### src/rtl/hvsync_pkg.sv
// Shared video timing defaults and the beam-position type used by every pixel generator.
package hvsync_pkg;

  localparam int POS_W = 9;
  typedef logic [POS_W-1:0] pos_t;

  localparam int H_DISPLAY = 256;
  localparam int H_BACK    = 23;
  localparam int H_FRONT   = 7;
  localparam int H_SYNC    = 23;
  localparam int V_DISPLAY = 240;
  localparam int V_TOP     = 5;
  localparam int V_BOTTOM  = 14;
  localparam int V_SYNC    = 3;

endpackage

### src/rtl/hvsync_counter.sv
// Wrap counter for one raster axis: advances when enabled, returns to 0 after MAX.
module hvsync_counter
  import hvsync_pkg::*;
#(
  parameter pos_t MAX = '1
) (
  input  logic clk,
  input  logic reset,
  input  logic en,
  output pos_t count
);

  always_ff @(posedge clk or negedge reset) begin
    if (!reset) begin
      count <= '0;
    end else if (en) begin
      count <= (count == MAX) ? '0 : count + 1'b1;
    end
  end

endmodule

### src/rtl/hvsync_generator.sv
// Free-running raster timing: beam position, registered syncs and display-active flag.
// Optional HVSYNC_FRAME_PULSE_EN adds a one-clock frame_start output at (0,0).
module hvsync_generator #(
  parameter int H_DISPLAY = hvsync_pkg::H_DISPLAY,
  parameter int H_BACK    = hvsync_pkg::H_BACK,
  parameter int H_FRONT   = hvsync_pkg::H_FRONT,
  parameter int H_SYNC    = hvsync_pkg::H_SYNC,
  parameter int V_DISPLAY = hvsync_pkg::V_DISPLAY,
  parameter int V_TOP     = hvsync_pkg::V_TOP,
  parameter int V_BOTTOM  = hvsync_pkg::V_BOTTOM,
  parameter int V_SYNC    = hvsync_pkg::V_SYNC
) (
  input  logic              clk,
  input  logic              reset,
  output logic              hsync,
  output logic              vsync,
  output logic              display_on,
  output hvsync_pkg::pos_t  hpos,
  output hvsync_pkg::pos_t  vpos
`ifdef HVSYNC_FRAME_PULSE_EN
  ,
  output logic              frame_start
`endif
);
  import hvsync_pkg::*;

  localparam pos_t H_MAX        = pos_t'(H_DISPLAY + H_BACK + H_FRONT + H_SYNC - 1);
  localparam pos_t H_SYNC_START = pos_t'(H_DISPLAY + H_FRONT);
  localparam pos_t H_SYNC_END   = pos_t'(H_DISPLAY + H_FRONT + H_SYNC - 1);
  localparam pos_t H_VIS        = pos_t'(H_DISPLAY);
  localparam pos_t V_MAX        = pos_t'(V_DISPLAY + V_TOP + V_BOTTOM + V_SYNC - 1);
  localparam pos_t V_SYNC_START = pos_t'(V_DISPLAY + V_BOTTOM);
  localparam pos_t V_SYNC_END   = pos_t'(V_DISPLAY + V_BOTTOM + V_SYNC - 1);
  localparam pos_t V_VIS        = pos_t'(V_DISPLAY);

  logic line_end;

  assign line_end = (hpos == H_MAX);

  hvsync_counter #(.MAX(H_MAX)) u_hcount (
    .clk   (clk),
    .reset (reset),
    .en    (1'b1),
    .count (hpos)
  );

  // Vertical position only moves on the clock that wraps the line.
  hvsync_counter #(.MAX(V_MAX)) u_vcount (
    .clk   (clk),
    .reset (reset),
    .en    (line_end),
    .count (vpos)
  );

  // Syncs sample the pre-edge position, so they trail hpos/vpos by one clock.
  always_ff @(posedge clk or negedge reset) begin
    if (!reset) begin
      hsync <= 1'b0;
      vsync <= 1'b0;
    end else begin
      hsync <= (hpos >= H_SYNC_START) && (hpos <= H_SYNC_END);
      vsync <= (vpos >= V_SYNC_START) && (vpos <= V_SYNC_END);
    end
  end

  assign display_on = (hpos < H_VIS) && (vpos < V_VIS);

`ifdef HVSYNC_FRAME_PULSE_EN
  // Armed by reset so the first pixel after release is flagged; gated so it reads 0 in reset.
  logic frame_q;

  always_ff @(posedge clk or negedge reset) begin
    if (!reset) begin
      frame_q <= 1'b1;
    end else begin
      frame_q <= line_end && (vpos == V_MAX);
    end
  end

  assign frame_start = frame_q && reset;
`endif

endmodule

### config.mk
export PLATFORM = sky130hd
export DESIGN_NAME = hvsync_generator
export DESIGN_NICKNAME = d
export VERILOG_FILES = /design/src/rtl/hvsync_pkg.sv /design/src/rtl/hvsync_counter.sv /design/src/rtl/hvsync_generator.sv
export SDC_FILE = /design/constraint.sdc
export NUM_CORES = 1
export LEC_CHECK = 0
export ABC_AREA = 0
export BUFFER_PORTS_ARGS = -buffer_cell sky130_fd_sc_hd__buf_2
export CAP_MARGIN = 25
export CORE_MARGIN = 2
export CORE_UTILIZATION = 45
export DETAILED_ROUTE_END_ITERATION = 10
export PLACE_DENSITY = 0.76
export SYNTH_ARGS = -nofsm -noshare
export SYNTH_HDL_FRONTEND = slang
export SYNTH_HIERARCHICAL = 1
export SYNTH_SLANG_ARGS = --single-unit
### constraint.sdc
create_clock -name clk -period 2.3 [get_ports clk]
set_input_delay 0.23 -clock clk [delete_from_list [all_inputs] [get_ports clk]]
set_output_delay 0.23 -clock clk [all_outputs]
set_load 0.05 [all_outputs]
==> impl_metrics.env <==
export IMPL_status="completed"
export IMPL_grt_pass1_vias=859
export IMPL_stdcell_area_sq_mm=0.00129
export IMPL_drive_gt1_share_pct=23.5
export IMPL_critPathLaunch="u_hcount/count[3]$_DFFE_PN0P_"
export IMPL_synth_edf_count=0
export IMPL_critical_path_peak_fanout=9
export IMPL_antenna_found_initial=0
export IMPL_syn_nets=118
export IMPL_ir_worst_vdd_mv=0.473
export IMPL_fin_skew_ns=0.0102
export IMPL_synth_avg_cell_area_sq_um=10.0
export IMPL_period_minus_slack_ns=2.07
export IMPL_grt_max_degree=21
export IMPL_setup_viol=0
export IMPL_timing_rr_end="u_vcount/count[8]$_DFFE_PN0P_"
export IMPL_nets=144
export IMPL_critPathLaunchType="flop"
export IMPL_yosysSeqAreaShare_pct=44.6
export IMPL_dr_pass1_iters=4
export IMPL_grt_first_pass_wirelength_um=3950
export IMPL_cts_made_buffers=3
export IMPL_dpl_hpwl_um=1730
export IMPL_wirelength_um=2390
export IMPL_ios=23
export IMPL_critPathKind="flop to flop"
export IMPL_grt_setup_unrepaired="false"
export IMPL_grtUsageTotal_pct=18.6
export IMPL_gr_total_overflow=0
export IMPL_die_h_um=53.9
export IMPL_cts_sinks=20
export IMPL_finalCritPeriodShare_pct=89.9
export IMPL_globalplace_congestion=0.839
export IMPL_syn2layout_area_growth_pct=15.0
export IMPL_wl_per_cell_um=14.4
export IMPL_die_area_sq_mm=0.00291
export IMPL_cts_hold_buf=1
export IMPL_max_freq_mhz=483
export IMPL_antenna_left=0
export IMPL_core_area_sq_mm=0.00241
export IMPL_synth_cell_types=42
export IMPL_cts_root_buffer="clkbuf_4"
export IMPL_worst_r2r_setup_slack_ns=0.23
export IMPL_first_iter_violations=23
export IMPL_clockBufferDepth=2
export IMPL_port_buffers=22
export IMPL_antennaDiodeCount=0
export IMPL_vias=942
export IMPL_die_x_um=53.9
export IMPL_routed_via_density=5.67
export IMPL_post_cts_setup_buffers=0
export IMPL_worstPathRequired_ns=2.50
export IMPL_rows=18
export IMPL_finalPower_uw=987
export IMPL_power_density_mw_per_mm2=766
export IMPL_yosysWarningCount=6
export IMPL_drv_cap=0
export IMPL_finalHoldViolations=0
export IMPL_min_path_type="input pin to asynchronous set/reset pin"
export IMPL_path_clk_slew_ns=0.11
export IMPL_synthFlopType="dfrtp_1"
export IMPL_drc=0
export IMPL_worstRegToRegCells=6
export IMPL_rr_startpoint="u_hcount/count[3]$_DFFE_PN0P_"
export IMPL_placed_area_sq_mm=0.00126
export IMPL_p_leak_nw=0.624
export IMPL_drv_slew=0
export IMPL_cp_end_kind="flop"
export IMPL_cts_resized=0
export IMPL_tritoncts="done"
export IMPL_clk_latency_ns=0.29
export IMPL_worst_ep_arrival_time_ns=2.27
export IMPL_initial_core_util_pct=46.5
export IMPL_synth_seq_cells=20
export IMPL_synthArstFlopShare_pct=100
export IMPL_synthesis_area_sq_mm=0.00112
export IMPL_cts_max_level=1
export IMPL_fin_setup_tns_ns=0
export IMPL_syn_inst=112
per-layer routing:
metal  up-vias  routed length [um]  track usage (%)
li1        465                   -                -
met1       453                1120             24.6
met2        24                1170             31.5
met3         0                 103             2.50
met4         0                   0             5.56
met5         -                   0                0
final cells by class:
cell class	count	area [sq um]
tap	30	37.5
fill	213	1120
timing repair buffer	23	120
inverter	6	22.5
clock buffer	3	22.5
multi-input combinational	84	586
sequential	20	500
metrics by stage:
| stage | cells | util, % | hold WS [ns] | setup slack, ns |
|---|---|---|---|---|
| 6_report | 166 | 53.5 | 0.399 | 0.231 |
| 5_1_grt | 166 | 53.5 | 0.427 | 0.0623 |
| 4_1_cts | 166 | 53.5 | 0.408 | 0.247 |
| 3_5_place_dp | 162 | 52.1 | 0.200 | 0.281 |
| 3_3_place_gp | 162 | 52.1 | 0.198 | 0.360 |
| 2_1_floorplan | 112 | - | -0.0656 | 0.0889 |
cells by family (layout without fill, tap and decap cells):
logic type,Yosys count,count (layout),share of synthesized area (%)
adder cells (fa/ha/maj),4,4,4.46
flip-flops,20,20,44.6
buffers and inverters,8,32,3.12
other,1,1,0.335
AO/OA/AOI/OAI,18,18,10.3
XOR/XNOR,7,7,5.47
multiplexers,2,2,1.90
AND/OR/NAND/NOR,52,52,29.8
synth_stat cells, drive strengths merged, types with 2 or more instances:
cell    count  area [sq um]
a21oi       2          13.8
and4        3          27.5
dfrtp      20           500
ha          4          50.1
inv         6          22.5
nand2       8          30.0
nand2b      4          25.0
nand3       4          20.0
nand4       8          71.3
nor2        9          33.8
nor3        4          25.0
o21ai       8          40.0
o22ai       2          12.5
or2b        2          15.0
or3         2          12.5
xnor2       3          26.3
xor2        4          35.0
layout by cell type, fill, tap and decap left out, types with 2 or more instances in the layout:
| cell | netlist | layout |
|---|---|---|
| o22ai_1 | 2 | 2 |
| xnor2_1 | 3 | 3 |
| and4_1 | 2 | 2 |
| or2b_1 | 2 | 2 |
| o21ai_0 | 6 | 6 |
| inv_1 | 6 | 6 |
| nand3_1 | 4 | 4 |
| dfrtp_1 | 20 | 20 |
| or3_1 | 2 | 2 |
| nor2_1 | 9 | 9 |
| buf_2 | 0 | 22 |
| nand2_1 | 8 | 8 |
| nand4_1 | 6 | 6 |
| xor2_1 | 4 | 4 |
| clkbuf_4 | 0 | 3 |
| ha_1 | 4 | 4 |
| nand2b_1 | 4 | 4 |
| nor3_1 | 3 | 3 |
| o21ai_1 | 2 | 2 |
state kept, by name, indices dropped and copies added, names as in the netlist:
| signal | flops |
|---|---|
| hsync | 1 |
| u_vcount/count | 9 |
| u_hcount/count | 9 |
| vsync | 1 |
worst max-delay path by stage:
stage / cells past startpoint / end / slack [ns]
2_1_floorplan: 2 / display_on / 0.09
3_3_place_gp: 6 / u_vcount/count[8]$_DFFE_PN0P_ / 0.36
3_5_place_dp: 6 / u_vcount/count[8]$_DFFE_PN0P_ / 0.28
4_1_cts: 6 / u_vcount/count[8]$_DFFE_PN0P_ / 0.25
5_1_grt: 6 / u_vcount/count[8]$_DFFE_PN0P_ / 0.06
6_report: 6 / u_vcount/count[8]$_DFFE_PN0P_ / 0.23
worst max-delay path, cell delays in order (launching register included):
cell and delay (ns):
dfrtp_1 0.51, nor4b_2 0.25, nand3_1 0.10, nor2_1 0.39, nand4_2 0.21, or3_1 0.37, a22oi_1 0.16
report_power, final:
group / switching [mW] / internal, mW / total (mW)
logic: 0.235 / 0.0893 / 0.324
clock network: 0.0963 / 0.0608 / 0.157
registers: 0.114 / 0.392 / 0.506
total: 0.445 / 0.542 / 0.987
(Power assumes the default switching activity.)
